## src/rtl/uart_tx_frame_serializer.sv

```systemverilog
`default_nettype none
// ============================================================================
// Module   : uart_tx_frame_serializer
// Purpose  : UART transmit engine. Serialises one parallel word per frame:
//            start bit, DATA_WIDTH data bits LSB-first, optional even/odd
//            parity bit, then one or two stop bits. Bit time comes from an
//            internal prescale counter, so no external baud tick is needed.
// Revision : 1.0 - initial release
// ============================================================================
module uart_tx_frame_serializer #(
    parameter int DATA_WIDTH     = 8,
    parameter int PRESCALE_WIDTH = 8
) (
    input  logic                      CLK,
    input  logic                      RST,
    input  logic                      Data_Valid,
    input  logic [DATA_WIDTH-1:0]     P_DATA,
    input  logic                      PAR_EN,
    input  logic                      PAR_TYP,
    input  logic                      STOP2,
    input  logic [PRESCALE_WIDTH-1:0] Prescale,
    output logic                      busy,
    output logic                      ser_done,
    output logic                      TX_OUT
);

    // Bit index must be able to hold 0..DATA_WIDTH.
    localparam int BIT_W = $clog2(DATA_WIDTH + 1);

    typedef enum logic [2:0] {
        S_IDLE   = 3'd0,
        S_START  = 3'd1,
        S_DATA   = 3'd2,
        S_PARITY = 3'd3,
        S_STOP   = 3'd4
    } state_t;

    // Current-state registers
    state_t                    state;
    logic [PRESCALE_WIDTH-1:0] presc_cnt;
    logic [PRESCALE_WIDTH-1:0] peff;
    logic [BIT_W-1:0]          bit_idx;
    logic                      stop_idx;
    logic [DATA_WIDTH-1:0]     shreg;
    logic                      par_bit;
    logic                      par_en_q;
    logic                      stop2_q;
    logic                      tx_q;
    logic                      busy_q;
    logic                      done_q;

    // Next-state values
    state_t                    state_n;
    logic [PRESCALE_WIDTH-1:0] presc_cnt_n;
    logic [PRESCALE_WIDTH-1:0] peff_n;
    logic [BIT_W-1:0]          bit_idx_n;
    logic                      stop_idx_n;
    logic [DATA_WIDTH-1:0]     shreg_n;
    logic                      par_bit_n;
    logic                      par_en_n;
    logic                      stop2_n;
    logic                      tx_n;
    logic                      busy_n;
    logic                      done_n;

    // Helpers
    logic [PRESCALE_WIDTH-1:0] prescale_eff;
    logic                      bit_end;

    // A zero prescale would never end a bit, so it is promoted to one.
    assign prescale_eff = (Prescale == '0) ? PRESCALE_WIDTH'(1) : Prescale;
    // Last cycle of the current bit time (counter has reached Peff-1).
    assign bit_end      = (presc_cnt == (peff - PRESCALE_WIDTH'(1)));

    // State register: every piece of frame state, cleared asynchronously so
    // the line returns high the moment RST rises.
    always_ff @(posedge CLK or posedge RST) begin
        if (RST) begin
            state     <= S_IDLE;
            presc_cnt <= '0;
            peff      <= PRESCALE_WIDTH'(1);
            bit_idx   <= '0;
            stop_idx  <= 1'b0;
            shreg     <= '0;
            par_bit   <= 1'b0;
            par_en_q  <= 1'b0;
            stop2_q   <= 1'b0;
            tx_q      <= 1'b1;
            busy_q    <= 1'b0;
            done_q    <= 1'b0;
        end else begin
            state     <= state_n;
            presc_cnt <= presc_cnt_n;
            peff      <= peff_n;
            bit_idx   <= bit_idx_n;
            stop_idx  <= stop_idx_n;
            shreg     <= shreg_n;
            par_bit   <= par_bit_n;
            par_en_q  <= par_en_n;
            stop2_q   <= stop2_n;
            tx_q      <= tx_n;
            busy_q    <= busy_n;
            done_q    <= done_n;
        end
    end

    // Next-state and registered-output logic for the frame sequencer.
    always_comb begin
        state_n     = state;
        presc_cnt_n = bit_end ? '0 : presc_cnt + PRESCALE_WIDTH'(1);
        peff_n      = peff;
        bit_idx_n   = bit_idx;
        stop_idx_n  = stop_idx;
        shreg_n     = shreg;
        par_bit_n   = par_bit;
        par_en_n    = par_en_q;
        stop2_n     = stop2_q;
        tx_n        = tx_q;
        busy_n      = busy_q;
        done_n      = 1'b0;

        case (state)
            S_IDLE: begin
                presc_cnt_n = '0;
                tx_n        = 1'b1;
                busy_n      = 1'b0;
                if (Data_Valid) begin
                    // Snapshot everything the frame depends on; later input
                    // changes cannot disturb the frame in flight.
                    shreg_n    = P_DATA;
                    par_bit_n  = (^P_DATA) ^ PAR_TYP;
                    par_en_n   = PAR_EN;
                    stop2_n    = STOP2;
                    peff_n     = prescale_eff;
                    bit_idx_n  = '0;
                    stop_idx_n = 1'b0;
                    tx_n       = 1'b0;
                    busy_n     = 1'b1;
                    state_n    = S_START;
                end
            end

            S_START: begin
                if (bit_end) begin
                    tx_n      = shreg[0];
                    shreg_n   = shreg >> 1;
                    bit_idx_n = '0;
                    state_n   = S_DATA;
                end
            end

            S_DATA: begin
                if (bit_end) begin
                    if (bit_idx == BIT_W'(DATA_WIDTH - 1)) begin
                        if (par_en_q) begin
                            tx_n    = par_bit;
                            state_n = S_PARITY;
                        end else begin
                            tx_n       = 1'b1;
                            stop_idx_n = 1'b0;
                            state_n    = S_STOP;
                        end
                    end else begin
                        bit_idx_n = bit_idx + BIT_W'(1);
                        tx_n      = shreg[0];
                        shreg_n   = shreg >> 1;
                    end
                end
            end

            S_PARITY: begin
                if (bit_end) begin
                    tx_n       = 1'b1;
                    stop_idx_n = 1'b0;
                    state_n    = S_STOP;
                end
            end

            S_STOP: begin
                tx_n = 1'b1;
                if (bit_end) begin
                    if (stop2_q && !stop_idx) begin
                        stop_idx_n = 1'b1;
                    end else begin
                        busy_n  = 1'b0;
                        done_n  = 1'b1;
                        state_n = S_IDLE;
                    end
                end
            end

            default: begin
                tx_n    = 1'b1;
                busy_n  = 1'b0;
                state_n = S_IDLE;
            end
        endcase
    end

    assign TX_OUT   = tx_q;
    assign busy     = busy_q;
    assign ser_done = done_q;

endmodule
`default_nettype wire

```

## config.mk

```make
export PLATFORM = sky130hd
export DESIGN_NAME = uart_tx_frame_serializer
export DESIGN_NICKNAME = d
export VERILOG_FILES = /design/src/rtl/uart_tx_frame_serializer.sv
export SDC_FILE = /design/constraint.sdc
export NUM_CORES = 1
export LEC_CHECK = 0
export CAP_MARGIN = 40
export CORE_MARGIN = 10
export CORE_UTILIZATION = 40
export DETAILED_ROUTE_END_ITERATION = 16
export PLACE_DENSITY = 0.62
export SLEW_MARGIN = 40
export SYNTH_ARGS = -nofsm -noshare
export SYNTH_HDL_FRONTEND = slang
export SYNTH_SLANG_ARGS = --single-unit
export TNS_END_PERCENT = 10
```

## constraint.sdc

```tcl
create_clock -name CLK -period 3.4 [get_ports CLK]
set_clock_uncertainty 0.05 [all_clocks]
set_input_delay 0.68 -clock CLK [delete_from_list [all_inputs] [get_ports CLK]]
set_output_delay 0.68 -clock CLK [all_outputs]
set_load 0.01 [all_outputs]
```

# --- Word level (Yosys, flattened, before mapping) ---
# Cells that the tools add are included.
classes:
  add_sub_neg: 3
  n_eq_ne: 16
  muxes: 44
  bitwise: 2
  reduce_logical: 14
ops:
  columns: ["operator", "n"]
  rows:
  - ["$mux 8", 7]
  - ["$mux 3", 8]
  - ["$pmux 8 s3", 1]
  - ["$ne 2x2->1 const B", 10]
  - ["$mux 1", 19]
  - ["$mux 4", 4]
  - ["$pmux 3 s5", 1]
  - ["$pmux 4 s3", 1]
  - ["$add 8x1->8 const B", 1]
  - ["$eq 8x8->1", 1]
  - ["$logic_not 8->1", 1]
  - ["$pmux 1 s4", 2]
  - ["$reduce_and 8->1", 1]
  - ["$reduce_xor 8->1", 1]
  - ["$sub 8x1->8 const B", 1]
  - ["$reduce_and 7->1", 1]
  - ["$eq 3x2->1 const B", 2]
  - ["$reduce_and 3->1", 2]
  - ["$reduce_and 5->1", 1]
  - ["$add 4x1->4 const B", 1]
  - ["$eq 4x3->1 const B", 1]
  - ["$reduce_bool 4->1", 1]
  - ["$eq 3x1->1 const B", 1]
  - ["$eq 3x3->1 const B", 1]
  - ["9 further kinds", 9]
word_totals:
  ff_bits: 38
  output_inout_bits: 3
  elab_cells: 91

# --- Logic depth before layout (Yosys ltp) ---
# Gate-level depths: netlist of the first run.
logic_depth:
  word_depth: 5
  ltp_mapped: 10
  depth_no_buf: 8

# --- Worst setup path after synthesis of the first run ---
# Ideal clock, no wire load.
synth_timing:
  kind: "reg-to-reg"
  from: "reg peff[0]"
  to: "reg shreg[0]"
  setup_ns: 0.126
  t_arrival_ns: 2.224
  slack_ns: 1.000
  stages_incl_launch_ff: 11
  n_path_buf: 2
  period_less_slack_ns: 2.400
  path_cell_list: "dfstp_2 > inv_1 > ha_1 > nand3b_1 > a21boi_0 > o32ai_1 > or2_1 > buf_4 > nor2_2 > buf_2 > a221o_1"
synth_between:
  elab_chain_len: 4
  elab_cells_between_ends: 5
synth_lines:
  columns: ["item", "line", "source"]
  rows:
  - ["start, declared", "41", "logic [PRESCALE_WIDTH-1:0] peff;"]
  - ["start signal, assigned", "94", "peff <= peff_n;"]
  - ["$sub 8x1->8 (*)", "73", "assign bit_end = (presc_cnt == (peff - PRESCALE_WIDTH'(1)));"]
  - ["$eq 8x8->1 (*)", "73", null]
  - ["$ne 2x2->1 (no line)", null, null]
  - ["$reduce_and 5->1 (no line) (*)", null, null]
  - ["end signal, assigned", "97", "shreg <= shreg_n;"]
  - ["end, declared", "44", "logic [DATA_WIDTH-1:0] shreg;"]
# Mark *: on every way between the ends. The rest lies on a longest branch, timed or not.
# A chain may end at the register's enable or synchronous reset.

# --- Worst setup path after layout of the first run ---
layout_timing:
  from: "reg peff[0]"
  to: "reg shreg[6]"
# Same word-level chain as after synthesis.

==> results of run 1 <==
## report_power, final
group	switching, mW	internal [mW]
registers	0	0.452
clock network	0.161	0.164
logic	0.0236	0.0334
## sequential cells by signal, indices dropped and copies added (netlist names)
name and flops:
par_bit 1, state 3, TX_OUT 1, ser_done 1, stop2_q 1, peff 8, stop_idx 1, shreg 8
par_en_q 1, busy 1, bit_idx 4, presc_cnt 8
## cell type report
type,count,share of cell area [%]
inverter,6,0.858
clock buffer,7,3.29
clock inverter,1,0.191
tap,72,3.43
sequential,38,36.3
multi-input combinational,164,45.6
timing repair buffer,28,10.3
## per-layer routing
metal | vias up | global-route usage (%)
met2 | 29 | 16.5
li1 | 865 | -
met3 | 5 | 3.17
met5 | - | 0
met4 | 0 | 4.11
met1 | 847 | 15.9
## layout by cell type, fill, tap and decap left out, types with 4 or more instances in the layout
cell and count:
a21oi_1 5, a221o_1 8, and3_1 16, buf_4 4
clkbuf_8 6, clkdlybuf4s50_1 24, dfrtp_1 36, inv_1 6
mux2_2 8, nand2_1 6, nand2b_1 4, nand3_1 6
nand3b_1 4, nor2_1 11, nor2b_1 4, nor3_1 12
o211ai_1 5, o21ai_0 9, xnor2_1 11, xor2_1 10
## logic make-up after synthesis
kind of cell	count (synthesis)	share of synthesized area [%]
simple gates	80	21.5
compound gates	49	16.9
flops	38	43.0
xor+xnor	21	8.30
buf+inv	16	2.99
mux	11	5.64
fa+ha+maj	3	1.69
## per-stage QoR
| stage | cell area, um2 | util [%] | std cells | power (mW) | setup WS (ns) |
|---|---|---|---|---|---|
| after floorplan | 2220 | - | 218 | 0.484 | 1.00 |
| after global placement | 2530 | 46.6 | 308 | 0.519 | 0.811 |
| after detailed placement | 2530 | 46.6 | 308 | 0.519 | 0.773 |
| after CTS | 2630 | 48.3 | 316 | 0.846 | 0.762 |
| after global routing | 2630 | 48.3 | 316 | 0.872 | 0.496 |
| final | 2630 | 48.3 | 316 | 0.834 | 0.742 |
## worst paths after layout
path                       slack [ns]  depth (start not counted)     start           end
max in group asynchronous        2.20                          3       RST        TX_OUT
max reg2reg                      0.74                          8   peff[0]      shreg[6]
min reg2reg                      0.45                          1  shreg[7]      shreg[7]
max                              0.74                          8   peff[0]      shreg[6]
min                              0.45                          1  shreg[7]      shreg[7]
min in group asynchronous        0.75                          3       RST  presc_cnt[0]
==> results by group, run 1 <==
Detailed routing
  – Met1 WL: between 2000 and 2500 um
  – WL final: 4930 um
  – Met3 WL: 198 um
  – DR DRC count: 0
  – Vias/cell: between 5 and 6
  – Post-route ant nets: 0
  – Routed len/inst: 15.6 um
  – Pre-antenna DRT Iters: 4
  – Initial DRC Count: slightly above 90
  – Max layer used: met4
  – Routed length on met2: between 2000 and 2500 um
  – Via Count: between 1500 and 2000

Synthesis
  – Synth Instances: 218
  – Synth top area share: about two fifths
  – Yosys reg bits: 38
  – Most common cell in the netlist: dfrtp_1
  – Synth area leaders: dfrtp_1, and3_1, xnor2_1
  – Fraction of registers with async set/reset: 100%
  – Area leader, netlist: dfrtp_1
  – Yosys warnings: 0
  – Most common flop cell mapped by yosys: dfrtp_1
  – Sequential share of the synthesized area: a little over two fifths
  – Syn Nets: between 200 and 250
  – Number of synthesized flops with an enable pin: 0
  – Most frequent cells after synthesis: dfrtp_1, and3_1, nor3_1
  – Mapped cell area: 2220 um2
  – Cell variety after synth: 53
  – Avg Inst Size Synth: about 10 um2

Power
  – Maximum vdd drop: roughly 0.00020 V
  – Pleak: 1.17 nW
  – Power Density: 318 nW/um2

CTS
  – Clock sinks: 38
  – Clock root cell: clkbuf_8
  – Post-CTS Hold Fix Bufs: 0
  – CTS tree: done
  – Post-cts gate resize count: 0
  – Longest Clk Path Bufs: 2
  – TritonCTS buffer count: 5
  – Post-CTS Setup Bufs: 0
  – # H-tree levels: 2
  – Worst-Skew Late Latency: 0.29 ns
  – Worst-path clk slew: approximately 0.080 ns

Status
  – Status: completed

Critical path
  – Slowest CP cell: dfstp_2
  – CP cell instances: inv_1 -> ha_1 -> nand3b_1 -> a21boi_0 -> o32ai_1 -> or2_1 -> nor2_2 -> a221o_1
  – Largest stage delay, worst path: 0.56 ns
  – Setup crit start kind: register
  – WP data arrival: 2.79 ns
  – Worst Path Class, Setup: reg2reg
  – CP Buf/Inv Count: 1
  – Critical path endpoint category: register
  – Worst EP required: 3.53 ns
  – CP Max Fanout: 15
  – Crit path max-delay family: compound AO/OA/AOI/OAI gates

Global route
  – Antenna violations before repair: 0
  – Pin count of the biggest net entering global routing: 39
  – Vias in the first global route: approximately 1700
  – Global Route Usage Sum: 11.5%
  – First-pass GRT wire length: 8200 um
  – GRT overflow: 0

Floorplan
  – Die Span Y: 94.5 um
  – # IOs: 25
  – Site Rows: 27
  – Die area: 8920 um2
  – Core ar.: 5440 um2
  – Initial Util: between 40% and 50%
  – Die width: between 90 and 100 um

Cells and area
  – Ant. Diodes: 0
  – Share of cells above drive strength 1: 10.7%
  – Filler instances: 507
  – Multi-input logic area: 1200 um2
  – Synth-to-Final Area Change: 18.4%
  – Layout Nets: ~270
  – Register area: 953 um2

Placement
  – GPL Wtd Cong: 0.756
  – Number of I/O port buffers: 24
  – Hpwl dp: 3530 um

STA
  – FMAX: 0.376 GHz
  – Slew margin rel.: 59.9%
  – Final Hold Fails: 0
  – Period utilization: 78.2%
  – Setup TNS: 0 ns
  – Tightest Pin Transition: 0.601 ns
  – Fin crit period: 2.66 ns
  – Hold_ws: 0.453 ns
  – RSZ-0062 raised after global routing: no
  – Final setup fails: 0
  – Max-slew violation count: 0

Min path
  – Worst Hold Class: reg2reg

Run
  – Max cap viols: 0
Power figures use the tool's default switching activity.
==> inputs of run 2 (changes only) <==
--- a/config.mk
+++ b/config.mk
@@ -9,7 +9,7 @@
 export CORE_MARGIN = 10
 export CORE_UTILIZATION = 40
 export DETAILED_ROUTE_END_ITERATION = 16
-export PLACE_DENSITY = 0.62
+export PLACE_DENSITY = 0.64
 export SLEW_MARGIN = 40
 export SYNTH_ARGS = -nofsm -noshare
 export SYNTH_HDL_FRONTEND = slang
==> constraint.sdc (replaced) <==
create_clock -name CLK -period 2.3 [get_ports CLK]
set_clock_uncertainty 0.05 [all_clocks]
set_input_delay 0.46 -clock CLK [delete_from_list [all_inputs] [get_ports CLK]]
set_output_delay 0.46 -clock CLK [all_outputs]
set_load 0.01 [all_outputs]
==> run 2 against run 1 <==
Effect of this change:
- clock power is 120% higher
- combinational power rose by 49%
- sequential share of layout area shrank 2.9 points
- fmax increased by 16%
- final area grew 8.6%
- die area did not move
- non-clock buffer count rose by 12
- sequential power up 48%
- setup slack lost 0.74 ns
- via count rose by 3.3%
- clock-buffer cell count down 1
- core utilization up 4.1 points
- largest cell class unchanged
- largest power group is now the clock network
==> results by group, run 2 (same netlist as run 1, synthesis figures left out) <==
Floorplan
  – Initial Util: 40.8% (unchanged)
  – Core ar.: 5440 um2 (unchanged)
  – Site Rows: 27 (unchanged)
  – # IOs: 25 (unchanged)
  – Die Span Y: 94.5 um (unchanged)
  – Die width: 94.5 um (unchanged)
  – Die area: 8920 um2 (unchanged)

Critical path
  – Critical Path Source: peff[0]
  – WP data arrival: 2.42 ns (-0.37 ns)
  – Worst R2R Start: peff[0]
  – Worst EP required: 2.43 ns (-1.10 ns)
  – Setup crit start kind: register
  – Critical path endpoint category: register
  – Worst Path Class, Setup: reg2reg
  – CP Max Fanout: 6 (-9)

Status
  – Status: completed

Detailed routing
  – WL final: 5070 um (+2.7%)
  – Pre-antenna DRT Iters: 4 (unchanged)
  – Vias/cell: 5.50 (-0.46%)
  – DR DRC count: 0 (unchanged)
  – Post-route ant nets: 0 (unchanged)
  – Via Count: 1804 (+3.3%)
  – Initial DRC Count: 84 (-9.7%)
  – Routed len/inst: 15.4 um (-1.0%)

STA
  – Fin crit period: 2.29 ns (-0.364 ns)
  – Tightest Pin Transition: 0.586 ns (-0.0150 ns)
  – Final Hold Fails: 0 (unchanged)
  – Final setup fails: 0 (unchanged)
  – RSZ-0062 raised after global routing: yes
  – Max-slew violation count: 0 (unchanged)
  – Slew margin rel.: 60.9% (+1.0 points)
  – FMAX: 0.436 GHz (+16%)
  – Setup TNS: 0 ns (unchanged)
  – Period utilization: 99.7% (+22 points)

Cells and area
  – Filler instances: 488 (-3.7%)
  – Layout Nets: 280 (+4.5%)
  – Most common cell after layout, fill and taps aside: dfrtp_1
  – Ant. Diodes: 0 (unchanged)
  – Most frequent cells in the layout: dfrtp_1, clkdlybuf4s50_1, and3_1, nor3_1, buf_4
  – Fin util: 52.4% (+4.1 points)
  – Share of cells above drive strength 1: 18.4% (+7.7 points)
  – Largest registers: peff x8, presc_cnt x8, shreg x8
  – Synth-to-Final Area Change: 28.6%

Global route
  – Antenna violations before repair: 0 (unchanged)
  – First-pass GRT wire length: 8630 um (+5.2%)
  – GRT overflow: 0 (unchanged)
  – Global Route Usage Sum: 12.0% (+0.57 points)
  – Vias in the first global route: 1758 (+2.7%)
  – Pin count of the biggest net entering global routing: 39 (unchanged)

Power
  – Maximum vdd drop: 0.000349 V (+72%)
  – Tot Pwr: 1.46 mW (+76%)
  – Pleak: 1.27 nW (+7.9%)
  – Power Density: 514 nW/um2 (+62%)

CTS
  – Clock sinks: 38 (unchanged)
  – Clock root cell: clkbuf_8
  – Post-CTS Hold Fix Bufs: 0 (unchanged)
  – Longest Clk Path Bufs: 2 (unchanged)
  – # H-tree levels: 2 (unchanged)
  – Worst-Skew Late Latency: 0.29 ns (about the same)
  – TritonCTS buffer count: 5 (unchanged)
  – Worst-path clk slew: 0.08 ns (about the same)
  – CTS tree: done

Placement
  – Number of I/O port buffers: 24 (unchanged)
  – Hpwl dp: 3590 um (+1.7%)
  – GPL Wtd Cong: 0.793 (+4.9%)

Min path
  – Worst Hold Class: reg2reg
  – Hold_sp: shreg[7]

Run
  – Max cap viols: 0 (unchanged)
run 2: cell types whose count changed in the layout (fill, tap and decap cells not counted), sizes merged:
cell and delta:
buf +12, bufinv +2, clkbuf -1, clkinv -1
run 2: repair_timing:
item | in CTS | in global routing
buffers inserted | 2 | 0
setup endpoints to repair | 11 | 15
gates resized for setup | 5 | 9
cloned | 1 | 0
pin swaps | 13 | 7
run 2: report_power, final:
group	total [mW]	switching, mW	leakage (nW)	internal, mW
logic	0.0852	0.0347	0.713	0.0505
clock network	0.712	0.249	0.0714	0.463
registers	0.668	0	0.483	0.668
total	1.46	0.284	1.27	1.18
run 2: metrics by stage:
stage          hold WS [ns]  instances  worst slack (ns)  area [um2]
6_report              0.450        328           0.00589        2850
3_3_place_gp          0.422        317           -0.0433        2620
3_5_place_dp          0.430        317           -0.0767        2630
4_1_cts               0.446        328           -0.0174        2810
2_1_floorplan         0.408        218            0.0238        2230
5_1_grt               0.461        328            -0.137        2850
run 2: cell type report:
cell class	instances	area [um2]	share of cell area [%]
tap	72	90.1	3.16
clock buffer	6	82.6	2.90
multi-input combinational	164	1260	44.1
sequential	38	953	33.5
timing repair buffer	40	384	13.5
clock inverter	2	60.1	2.11
inverter	6	22.5	0.790
run 2: metal layers:
metal  GRT usage, %  vias up  share of wire [%]  wire [um]
met5              0        -                  0          0
met4           3.62        0                1.4         73
met3           3.41        7                4.0        205
met2           18.1       28                 45       2260
met1           16.3      873                 50       2520
li1               -      896                  -          -
run 2: worst max-delay path, cell delays in order (launching register included):
cell and delay [ns]:
dfstp_2 0.54, inv_2 0.05, ha_4 0.17, nand2b_1 0.15, a21boi_2 0.19, o32ai_4 0.14, a2111oi_4 0.30, a21oi_2 0.12
buf_6 0.16, a221o_1 0.31
run 2: worst paths after layout:
check                      endpoint  slack, ns  cells past startpoint
hold / removal             shreg[7]       0.45                      1
max in group asynchronous   peff[0]       1.31                      3
setup reg to reg           shreg[1]      0.006                      9
setup / recovery           shreg[1]      0.006                      9
min in group asynchronous  state[1]       0.52                      3
hold reg to reg            shreg[7]       0.45                      1
==> inputs of run 3 (changes only) <==
--- a/config.mk
+++ b/config.mk
@@ -8,6 +8,7 @@
 export CAP_MARGIN = 40
 export CORE_MARGIN = 10
 export CORE_UTILIZATION = 40
+export CTS_CLUSTER_DIAMETER = 60
 export DETAILED_ROUTE_END_ITERATION = 16
 export PLACE_DENSITY = 0.64
 export SLEW_MARGIN = 40
==> results of run 3 <==
The final DEF is identical to that of run 2; final timing and power are the same.
